--- config.mk ---
export PLATFORM = sky130hd
export DESIGN_NAME = not_pipe
export DESIGN_NICKNAME = d
export VERILOG_FILES = /design/src/rtl/not_pipe.sv
export SDC_FILE = /design/constraint.sdc
export NUM_CORES = 1
export LEC_CHECK = 0
export CAP_MARGIN = 25
export CORE_MARGIN = 2
export CORE_UTILIZATION = 44
export CTS_CLUSTER_SIZE = 8
export DETAILED_ROUTE_END_ITERATION = 6
export GPL_TIMING_DRIVEN = 1
export HOLD_SLACK_MARGIN = 0.03
export PLACE_DENSITY = 0.75
export SYNTH_ARGS = -nofsm -noshare
export SYNTH_HDL_FRONTEND = slang
export SYNTH_SLANG_ARGS = --single-unit
--- constraint.sdc ---
create_clock -name clk -period 2 [get_ports clk]
set_clock_uncertainty 0.2 [all_clocks]
set_input_delay 0.2 -clock clk [delete_from_list [all_inputs] [get_ports clk]]
set_output_delay 0.2 -clock clk [all_outputs]
set_load 0.05 [all_outputs]
--- src/rtl/not_pipe.sv ---
// rtl/not_pipe.sv - fixed-depth invert/mask transform pipeline with whole-pipe stall
// Each stage is a {valid, data} register; a stalled output freezes every stage.
module not_pipe #(
    parameter int WIDTH  = 8,
    parameter int STAGES = 3,
    parameter int CNTW   = 16
) (
    input  logic             clk,
    input  logic             rst,
    input  logic             in_valid,
    output logic             in_ready,
    input  logic [WIDTH-1:0] in_data,
    input  logic [1:0]       mode,
    input  logic [WIDTH-1:0] mask,
    output logic             out_valid,
    input  logic             out_ready,
    output logic [WIDTH-1:0] out_data,
    output logic [CNTW-1:0]  out_count
);

    logic [STAGES-1:0] r_valid;
    logic [WIDTH-1:0]  r_data [STAGES];
    logic [CNTW-1:0]   r_count;

    logic              w_stall;
    logic              w_accept;
    logic              w_deliver;
    logic [WIDTH-1:0]  w_xform;

    assign w_stall   = r_valid[STAGES-1] & ~out_ready;
    assign in_ready  = ~w_stall;
    assign w_accept  = in_valid & in_ready;
    assign w_deliver = r_valid[STAGES-1] & out_ready;

    // Mode 11 deliberately aliases mode 01 (plain inversion).
    always_comb begin
        w_xform = in_data;
        case (mode)
            2'b00:   w_xform = in_data;
            2'b01:   w_xform = ~in_data;
            2'b10:   w_xform = in_data ^ mask;
            default: w_xform = ~in_data;
        endcase
    end

    always_ff @(posedge clk) begin
        if (rst) begin
            r_valid <= '0;
            for (int i = 0; i < STAGES; i++) begin
                r_data[i] <= '0;
            end
        end else if (!w_stall) begin
            r_valid[0] <= w_accept;
            if (w_accept) begin
                r_data[0] <= w_xform;
            end
            for (int i = 1; i < STAGES; i++) begin
                r_valid[i] <= r_valid[i-1];
                r_data[i]  <= r_data[i-1];
            end
        end
    end

    // Saturating delivery counter: sticks at all-ones rather than wrapping.
    always_ff @(posedge clk) begin
        if (rst) begin
            r_count <= '0;
        end else if (w_deliver && (r_count != '1)) begin
            r_count <= r_count + CNTW'(1);
        end
    end

    assign out_valid = r_valid[STAGES-1];
    assign out_data  = r_data[STAGES-1];
    assign out_count = r_count;

endmodule

[Word level (Yosys, flattened, before mapping)]
Memories as Yosys holds them, arrays and structs flattened.
Index checks and enable logic that the tools add are counted.
Storage, ports and cells
  register bits: 19
  latch bits: 0
  bits in writable memories: 24
  bits in read-only memories: 0
  bits of input ports: 22
  memories: 1
Cells by class
  add/sub/neg operators: 1
  multiply operators: 0
  divide/modulo/power cells: 0
  order comparisons: 0
  equality and inequality tests: 2
  shift-type cells: 0
  muxes and demuxes: 13
  bitwise gates (word level): 10
  reduce and logical (&&, ||, !) cells: 2
Memories
  r_data: depth 3, bits a word 8, rd ports 3, clocked after Yosys merged registers in 0, wr ports 3, line 22  | logic [WIDTH-1:0] r_data [STAGES];
Operator list (number)
  $mux 8: 3
  $add 16x1->16 const B: 1
  $ne 16x16->1 const B: 1
  $pmux 8 s2: 1
  $mux 1: 9
  $not 8->8: 1
  $xor 8x8->8: 1
  $and 1x1->1: 3
  $or 1x1->1: 3
  $eq 2x2->1 const B: 1
  $logic_not 2->1: 1
  $not 1->1: 2
  $logic_and 1x1->1: 1

[Logic depth before layout (Yosys ltp)]
Gate-level depths: netlist of run 1.
  depth in word-level cells: 9
  gate-level depth with buffers: 5
  mapped depth without buffers: 5

[Least setup slack after synthesis of run 1]
No wires, ideal clock.
  kind: register -> register
  start: register r_count[0], in the netlist out_count[0]
  end: register r_count[0], in the netlist out_count[0]
  library setup time: 0.121 ns
  data arrival time: 2.100 ns
  required time: 1.679 ns
  slack: -0.421 ns
  stages on the path, launching flop included: 6
  path buffers: 0
  cell sequence: dfxtp_1 -> ha_1 -> nand3_1 -> or4_4 -> and3_4 -> mux2_4
On the way
  cells in the longest elaborated chain, start to end: 2
  elaborated cells on any way between the ends: 3
  classes of those cells: add/sub: 1; eq/ne: 1; reduce/logical: 1
Ends and longest elaborated chain
  from (decl): line 23  | logic [CNTW-1:0] r_count;
  from (signal assigned): line 69  | r_count <= r_count + CNTW'(1);
  parallel branches: the longest is 2 deep, another holds $add 16x1->16
Several ways; the timed one is not identified.
A chain may end at the register's enable or synchronous reset.

[Worst setup path after layout of run 1]
  start: register r_count[2], in the netlist out_count[2]
  end: output out_count[2]
RTL lines
  to (decl): line 18  | output logic [CNTW-1:0] out_count
No word-level cell between the ends.

==> flow_summary_export.csv, run 1 <==
group,metric,value,unit
outcome,run_status,"completed",
worst_setup_path,required,1.60,ns
worst_setup_path,rrSetupSlack,0.12,ns
placed_design,post-place-ws,-0.1429,ns
floorplanning,placementRows,24,
cells_and_area,antennaDiodeCount,0,
placed_design,gp_congestion,0.8602,
detailed_routing,first_pass_iters,4,
worst_setup_path,cpMaxStageDelayCell,"clkdlybuf4s50_1",
grt,overflow,0,
timing,setup_viol,0,
synth,synth_nets,216,
timing,max_freq,519.3,MHz
timing,tns,0,ns
floorplanning,dieArea,5205,um^2
timing,grt_setup_unrepaired,"no",
worst_setup_path,cp_num_cells,1,
grt,antenna_found_initial,0,
placed_design,placed_cells,290,
detailed_routing,via_count,1534,
clocking,cts_root_buf,"clkbuf_8",
worst_setup_path,path_delay_family,"buffers and inverters",
synth,synthTopCellsByArea,"edfxtp_1 (35%), dfxtp_1 (19%), and2_1 (4.9%)",
synth,synth-seq-cells,43,
worst_hold_path,hold_path_class,"reg2reg",
floorplanning,die_x,72.15,um
clocking,postCtsSetupBuffers,0,
cells_and_area,area_growth,36.13,%
detailed_routing,antenna_left,0,
worst_setup_path,end_kind,"output port",
power_and_ir_drop,powerDensity,662.7,nW/um^2
worst_setup_path,max_stage_delay,0.82,ns
cells_and_area,fin_cells,298,
job,maxCapViolations,0,
timing,period_minus_slack,1.926,ns
clocking,clock_latency,0.30,ns
synth,synth_area_per_cell,10.59,um^2
power_and_ir_drop,peakVddDrop,0.4040,mV
synth,yosysUniqueCellTypes,37,
grt,grt_use_total,17.07,%
floorplanning,coreArea,4414,um^2
clocking,cts_hold_buf,0,
synth,synth.top_cell.area_share,35.27,%
timing,max_slew_margin,54.42,%
clocking,clk_path_buf_depth,2,
cells_and_area,fillers,382,
worst_setup_path,rr_worst_depth,4,
clocking,cts.sinks,43,
synth,yosysWarningCount,0,
clocking,cts_resized,0,
worst_setup_path,crit_buf_inv,1,
timing,hold_viol,0,
worst_setup_path,path_class,"reg2out",
detailed_routing,routed_via_density,5.148,
synth,synth_area,2043,um^2
synth,yosysSeqAreaShare,53.89,%
clocking,cts_tree,"built",
timing,timing.final.crit_share,96.28,%
clocking,clk_pin_slew,0.08,ns
grt,grt_max_degree,17,
timing,drv_slew,0,
cells_and_area,finalNetCount,268,
placed_design,portBuffers,47,
detailed_routing,wirelength,4044,um
floorplanning,start_util,46.29,%
clocking,htreeDepth,2,
worst_setup_path,cp_max_fo,7,
detailed_routing,drt_iter0_markers,103,
timing,setup_ws,0.07441,ns
worst_setup_path,start_kind,"flip-flop",
cells_and_area,layout_common_cells,"clkdlybuf4s50_1 (46), edfxtp_1 (24), nor2_1 (22)",
floorplanning,io_pins,48,
power_and_ir_drop,total_power,0.001843,W
worst_setup_path,path_cells,"clkdlybuf4s50_1",
worst_hold_path,worstHoldPathCells,2,
power_and_ir_drop,p_leak,1.026,nW
cells_and_area,layout-drive-gt1-share,22.36,%
grt,grt_pass1_vias,1505,
placed_design,dp_hpwl,2956,um
grt,grt_pass1_wl,6817,um
detailed_routing,routedWlPerCell,13.57,um
cells_and_area,final_common_cell,"clkdlybuf4s50_1",
timing,worst_slew_pin_slew,0.6812,ns
timing,worst_hold_slack,0.2536,ns
clocking,numCtsBuffers,5,
detailed_routing,drc,0,
worst_setup_path,worst_ep_arrival_time,1.53,ns
synth,synth_cells,193,
synth,yosysTopAreaCell,"edfxtp_1",
floorplanning,fp.dieH,72.15,um
[path summary, 6_finish.rpt]
path,end,startpoint
worst min register to register,r_valid[1]$_SDFFE_PP0N_,r_valid[1]$_SDFFE_PP0N_
worst max-delay path,out_count[2],out_count[2]$_SDFFE_PP0P_
worst min-delay path,r_valid[1]$_SDFFE_PP0N_,r_valid[1]$_SDFFE_PP0N_
worst max register to register,out_count[14]$_SDFFE_PP0P_,out_count[4]$_SDFFE_PP0P_
[cell families after synthesis]
group | count (synthesis) | synth area share (%)
AO/OA/AOI/OAI | 25 | 7.226
XOR/XNOR | 8 | 3.429
adder cells (fa/ha/maj) | 1 | 0.6123
buffers and inverters | 19 | 5.021
flip-flops | 43 | 53.89
multiplexers | 9 | 5.021
AND/OR/NAND/NOR | 88 | 24.80
[state kept, by name, indices dropped and copies added, names as in the netlist]
| register | count |
|---|---|
| r_data | 24 |
| out_count | 16 |
| r_valid | 3 |
[per-layer routing]
metal	part of all wire, %	GRT usage [%]
met1	47	23.23
met2	46	25.99
met3	4.7	3.611
met4	2.0	8.176
met5	0	0
[report_power, final]
part	switching [W]	internal [W]
Combinational	0.000101	0.0000900
Sequential	0.0000113	0.000962
Clock	0.000307	0.000372
Total	0.000420	0.00142
[synth_stat cells (all sizes together)]
cell,instances
or3,3
a21oi,14
and2,16
mux2i,2
inv,4
xor2,8
nor2,22
a311oi,1
o21bai,1
buf,8
or4,4
a41oi,1
nor3,4
o31ai,3
dfxtp,19
nand2b,5
a31oi,2
nor3b,1
nor4,6
and4,1
nand2,6
mux2,7
nor2b,8
and3,2
o21ai,2
clkbuf,7
ha,1
nand3,6
o211ai,1
nand4,4
edfxtp,24
[area by class of cell]
type                            instances  area, um^2  area share (%)
Sequential cell                        43        1155           41.52
Multi-Input combinational cell        131       868.3           31.22
Inverter                                4       15.01          0.5398
Clock buffer                            5       68.82           2.474
Tap cell                               52       65.06           2.339
Clock inverter                          3       43.79           1.574
Timing Repair Buffer                   60       565.5           20.33
[worst register-to-register path, stage by stage (launching register included)]
cell and delay, ns:
dfxtp_4 0.39, nand3_1 0.20, or3_1 0.41, or4_1 0.48, a21oi_1 0.15
[stage by stage]
step                      area (um^2)  utilization [%]
final                            2781            63.01
after global routing             2781            63.01
after CTS                        2770            62.76
after detailed placement         2658            60.20
after global placement           2658            60.20
after floorplan                  2115                -
Note: power is estimated with default switching activity, not from simulation.
==> inputs of run 2 (changes only) <==
CORE_UTILIZATION = 45   (was 44)
PLACE_DENSITY = 0.73   (was 0.75)
clock period = 2.3 ns   (was 2 ns; I/O delays follow)
==> run 2 against run 1 <==
Effect of this change: sequential power is 12% lower; utilization is 2.5 points lower; routed wire length is 12% lower; worst setup slack improved by 0.18 ns; clock power fell by 32%; design area is 5.3% lower; critical path depth stayed put; global-route usage fell by 2.5 points; non-clock buffer count down 6; worst hold slack improved by 0.0021 ns; clock-buffer cell count is 1 higher; critical path type unchanged; critical endpoint is now out_count[14]; largest cell class unchanged; largest power group unchanged.
==> flow_summary_export.csv, run 2 (synthesis results as in run 1) <==
group,metric,value,unit
timing,max_slew_margin,55.96,%
worst_setup_path,max_stage_delay,0.85,ns
placed_design,gp_congestion,0.8672,
cells_and_area,final_common_cell,"clkdlybuf4s50_1",
cells_and_area,fillers,371,
timing,timing.final.crit_share,88.84,%
clocking,numCtsBuffers,5,
floorplanning,fp.dieH,71.38,um
worst_setup_path,cp_max_fo,6,
clocking,cts_hold_buf,0,
clocking,cts.sinks,43,
placed_design,portBuffers,47,
cells_and_area,layout_common_cells,"clkdlybuf4s50_1 (46), edfxtp_1 (24), nor2_1 (22)",
detailed_routing,routedWlPerCell,12.22,um
cells_and_area,seqCellArea,1109,um^2
worst_setup_path,crit_buf_inv,1,
worst_setup_path,path_delay_family,"buffers and inverters",
detailed_routing,drt_iter0_markers,115,
worst_setup_path,cpMaxStageDelayCell,"clkdlybuf4s50_1",
timing,hold_viol,0,
clocking,htreeDepth,2,
clocking,clock_latency,0.30,ns
worst_setup_path,end_kind,"output port",
timing,period_minus_slack,2.043,ns
grt,antenna_found_initial,0,
worst_hold_path,worstHoldPathCells,2,
cells_and_area,layout-drive-gt1-share,13.33,%
job,maxCapViolations,0,
power_and_ir_drop,p_leak,0.9758,nW
placed_design,dp_hpwl,2605,um
cells_and_area,area_growth,28.90,%
worst_setup_path,start_kind,"flip-flop",
clocking,cts_tree,"built",
outcome,run_status,"completed",
cells_and_area,largest-register,"r_data",
worst_setup_path,path_class,"reg2out",
worst_setup_path,path_cells,"clkdlybuf4s50_1",
worst_setup_path,timing.rr.start,"out_count[8]$_SDFFE_PP0P_",
grt,grt_pass1_vias,1339,
worst_setup_path,rrSetupSlack,0.26,ns
worst_hold_path,hp-start,"r_valid[1]$_SDFFE_PP0N_",
cells_and_area,fin_util,60.49,%
power_and_ir_drop,powerDensity,563.3,nW/um^2
floorplanning,io_pins,48,
worst_setup_path,rr_worst_depth,4,
floorplanning,coreArea,4354,um^2
floorplanning,die_x,71.38,um
floorplanning,placementRows,24,
timing,setup_ws,0.2566,ns
timing,tns,0,ns
timing,max_freq,489.4,MHz
worst_setup_path,worst_ep_arrival_time,1.61,ns
clocking,cts_resized,0,
clocking,clk_path_buf_depth,2,
detailed_routing,drc,0,
grt,grt_use_total,14.56,%
cells_and_area,antennaDiodeCount,0,
grt,grt_max_degree,27,
worst_hold_path,hold_path_class,"reg2reg",
timing,drv_slew,0,
timing,setup_viol,0,
detailed_routing,antenna_left,0,
clocking,cts_root_buf,"clkbuf_8",
worst_setup_path,required,1.87,ns
detailed_routing,first_pass_iters,4,
cells_and_area,finalNetCount,262,
grt,overflow,0,
cells_and_area,largest_reg_flops,24,
timing,grt_setup_unrepaired,"no",
cells_and_area,multi_input_area,839.6,um^2
detailed_routing,wirelength,3567,um
grt,grt_pass1_wl,5865,um
detailed_routing,routed_via_density,5.192,
worst_setup_path,worstReg2RegEnd,"out_count[0]$_SDFFE_PP0P_",
power_and_ir_drop,peakVddDrop,0.2709,mV
floorplanning,start_util,46.93,%
detailed_routing,via_count,1516,
placed_design,post-place-ws,0.05105,ns
floorplanning,dieArea,5095,um^2
worst_hold_path,hold-path-endpoint,"r_valid[1]$_SDFFE_PP0N_",
timing,worst_slew_pin_slew,0.6582,ns
clocking,postCtsSetupBuffers,0,
clocking,clk_pin_slew,0.08,ns
==> run 2: stage by stage <==
step | hold WS (ns) | instance area (um^2) | total power, W | std cells
finish | 0.2557 | 2634 | 0.001484 | 292
floorplan | 0.1893 | 2051 | 0.0009822 | 193
global route | 0.2851 | 2634 | 0.001540 | 292
detailed placement | 0.2472 | 2549 | 0.001040 | 284
global placement | 0.2402 | 2549 | 0.001035 | 284
CTS | 0.2568 | 2634 | 0.001498 | 292
==> run 2: how the worst max path moves through the flow <==
stage,from,to,cells past startpoint
final,out_count[14]$_SDFFE_PP0P_,out_count[14],1
after global routing,out_count[0]$_SDFFE_PP0P_,out_count[8]$_SDFFE_PP0P_,5
after floorplan,out_count[14]$_SDFFE_PP0P_,out_count[0]$_SDFFE_PP0P_,4
after detailed placement,out_ready,out_count[9]$_SDFFE_PP0P_,5
after CTS,out_count[14]$_SDFFE_PP0P_,out_count[14],1
after global placement,out_ready,out_count[14]$_SDFFE_PP0P_,5
==> run 2: metal layers <==
layer / up-vias / routed length (um) / GRT usage, %
met5: - / 0 / 0
met4: 0 / 55 / 6.289
met3: 7 / 218 / 4.079
met2: 52 / 1660 / 23.15
met1: 686 / 1632 / 18.65
li1: 771 / - / -
==> run 2: cell type report <==
class / instances / share of cell area, %
clock inverter: 2 / 0.4751
inverter: 4 / 0.5701
tap: 52 / 2.470
timing repair buffer: 54 / 19.76
sequential: 43 / 42.09
multi-input combinational: 131 / 31.88
clock buffer: 6 / 2.755
==> run 2: where the power goes <==
group,leakage [nW],internal [W],switching (W)
Clock,0.0412,0.000212,0.000251
Combinational,0.501,0.0000749,0.0000857
Sequential,0.434,0.000851,0.00000885
Total,0.976,0.00114,0.000346
==> run 2: tightest hold or removal path, cell delays in order (launching register included) <==
cell and delay [ns]:
dfxtp_1 0.31, nand2_1 0.05, a21oi_1 0.05
==> inputs of run 3 (changes only) <==
CELL_PAD_IN_SITES_DETAIL_PLACEMENT = 1   (was default)
CELL_PAD_IN_SITES_GLOBAL_PLACEMENT = 1   (was default)
CORE_UTILIZATION = 41   (was 45)
PLACE_DENSITY = default   (was 0.73)
PLACE_DENSITY_LB_ADDON = 0.1   (was default)
==> run 3 against run 2 <==
Effect of this change: combinational power hardly changed; largest power group unchanged; design area up 1.9%; register-to-register slack worse by 0.05 ns; global-route usage increased by 3.4 points; utilization down 4.1 points; cell count rose by 5.5%; non-clock buffer count is 1 higher; sequential cell count is the same; worst hold slack improved by 0.015 ns; first-iteration DRC count decreased by 40%; power is 7.3% higher.
==> flow_summary_export.csv, run 3 (synthesis results as in run 1) <==
group,metric,value,unit
power_and_ir_drop,clockPowerShare,35.5,%
cells_and_area,layout_common_cells,"clkdlybuf4s50_1 (46), edfxtp_1 (24), nor2_1 (22)",
clocking,cts_tree,"built",
clocking,cts.sinks,43,
grt,met1_usage,22.26,%
power_and_ir_drop,p_comb_share,10.3,%
worst_setup_path,max_stage_delay,0.58,ns
placed_design,gp_congestion,0.7957,
clocking,clk_path_buf_depth,2,
job,maxCapViolations,0,
grt,grtUsageMet3,4.472,%
cells_and_area,final_common_cell,"clkdlybuf4s50_1",
floorplanning,fp.dieH,74.60,um
detailed_routing,via_count,1557,
timing,max_slew_margin,56.57,%
timing,grt_setup_unrepaired,"no",
detailed_routing,wirelength,4477,um
detailed_routing,routedWlPerCell,14.54,um
clocking,postCtsSetupBuffers,0,
worst_setup_path,end_kind,"flip-flop",
worst_setup_path,path_cells,"nand4_2, or4_4, and3_4, mux2_4",
placed_design,dp_hpwl,3402,um
clocking,htreeDepth,2,
floorplanning,start_util,42.97,%
worst_setup_path,worst_ep_arrival_time,2.08,ns
worst_hold_path,hold_path_class,"reg2reg",
grt,overflow,0,
worst_setup_path,required,2.29,ns
power_and_ir_drop,peakVddDrop,0.3472,mV
detailed_routing,routed_via_density,5.055,
timing,timing.final.crit_share,90.90,%
clocking,cts_resized,0,
timing,setup_viol,0,
clocking,clock_latency,0.30,ns
floorplanning,dieArea,5564,um^2
grt,grt_pass1_wl,7507,um
grt,grt_pass1_vias,1643,
floorplanning,placementRows,25,
clocking,cts_root_buf,"clkbuf_8",
grt,grt_busiest_layer,"met2",
cells_and_area,layout-drive-gt1-share,13.69,%
power_and_ir_drop,internal_power,0.001243,W
clocking,clk_pin_slew,0.08,ns
floorplanning,die_x,74.60,um
power_and_ir_drop,seqPwrFrac,54.2,%
detailed_routing,drc,0,
cells_and_area,area_growth,31.29,%
timing,drv_slew,0,
placed_design,portBuffers,47,
cells_and_area,largest-register,"r_data",
grt,met2_usage,30.48,%
power_and_ir_drop,powerDensity,593.3,nW/um^2
timing,worst_slew_pin_slew,0.6491,ns
cells_and_area,largest_reg_flops,24,
outcome,run_status,"completed",
timing,tns,0,ns
worst_setup_path,path_class,"reg2reg",
power_and_ir_drop,swShare,21.89,%
worst_setup_path,cpMaxStageDelayCell,"or4_4",
cells_and_area,antennaDiodeCount,0,
timing,max_freq,478.3,MHz
detailed_routing,antenna_left,0,
detailed_routing,first_pass_iters,4,
cells_and_area,fillers,539,
cells_and_area,finalNetCount,263,
clocking,numCtsBuffers,5,
worst_setup_path,cp_max_fo,8,
floorplanning,io_pins,48,
power_and_ir_drop,power_switching,0.0003484,W
clocking,cts_hold_buf,0,
timing,period_minus_slack,2.091,ns
floorplanning,coreArea,4755,um^2
cells_and_area,fin_util,56.42,%
grt,antenna_found_initial,0,
detailed_routing,drt_iter0_markers,69,
grt,grt_use_total,17.99,%
timing,hold_viol,0,
grt,grt_max_degree,26,
worst_setup_path,start_kind,"flip-flop",
power_and_ir_drop,p_leak,0.9918,nW
-- run 3: per-stage QoR --
stage	instance area, um^2	worst slack [ns]	instances	total power [W]	hold WS (ns)
after detailed placement	2575	0.05715	300	0.001046	0.2653
after CTS	2683	0.2246	308	0.001613	0.2764
after global routing	2683	0.1016	308	0.001657	0.3010
after floorplan	2051	0.006994	193	0.0009822	0.1893
final	2683	0.2093	308	0.001592	0.2711
after global placement	2575	0.1535	300	0.001035	0.2418
-- run 3: per-layer routing --
layer  share of wire [%]  up-vias
met1                  45      733
met3                 5.2        8
li1                    -      773
met5                   0        -
met4                 1.5        0
met2                  49       43
-- run 3: final cells by class --
cell class	count	area (um^2)	area share, %
multi-input combinational	131	839.6	31.30
clock buffer	5	68.82	2.565
tap	67	83.83	3.125
timing repair buffer	55	528.0	19.68
sequential	43	1109	41.32
clock inverter	3	38.79	1.446
inverter	4	15.01	0.5597
-- run 3: worst paths after layout --
kind / start / endpoint / slack [ns] / cells after the start
hold / removal: r_valid[0]$_SDFFE_PP0N_ / r_valid[0]$_SDFFE_PP0N_ / 0.27 / 2
hold reg to reg: r_valid[0]$_SDFFE_PP0N_ / r_valid[0]$_SDFFE_PP0N_ / 0.27 / 2
setup reg to reg: out_count[8]$_SDFFE_PP0P_ / out_count[0]$_SDFFE_PP0P_ / 0.21 / 4
setup / recovery: out_count[8]$_SDFFE_PP0P_ / out_count[0]$_SDFFE_PP0P_ / 0.21 / 4
-- run 3: worst max-delay path, delay by kind of cell, from the launching register on --
| kind | cells | cell delay [ns] |
|---|---|---|
| flip-flops | 1 | 0.44 |
| multiplexers | 1 | 0.29 |
| AND/OR/NAND/NOR | 3 | 1.06 |
-- run 3: power groups by stage --
stage	clock (W)	sequential [W]	combinational, W
after detailed placement	0	0.000881	0.000165
final	0.000566	0.000862	0.000164
after CTS	0.000584	0.000863	0.000166
after global placement	0	0.000876	0.000158
after global routing	0.000612	0.000866	0.000179
after floorplan	0	0.000880	0.000102
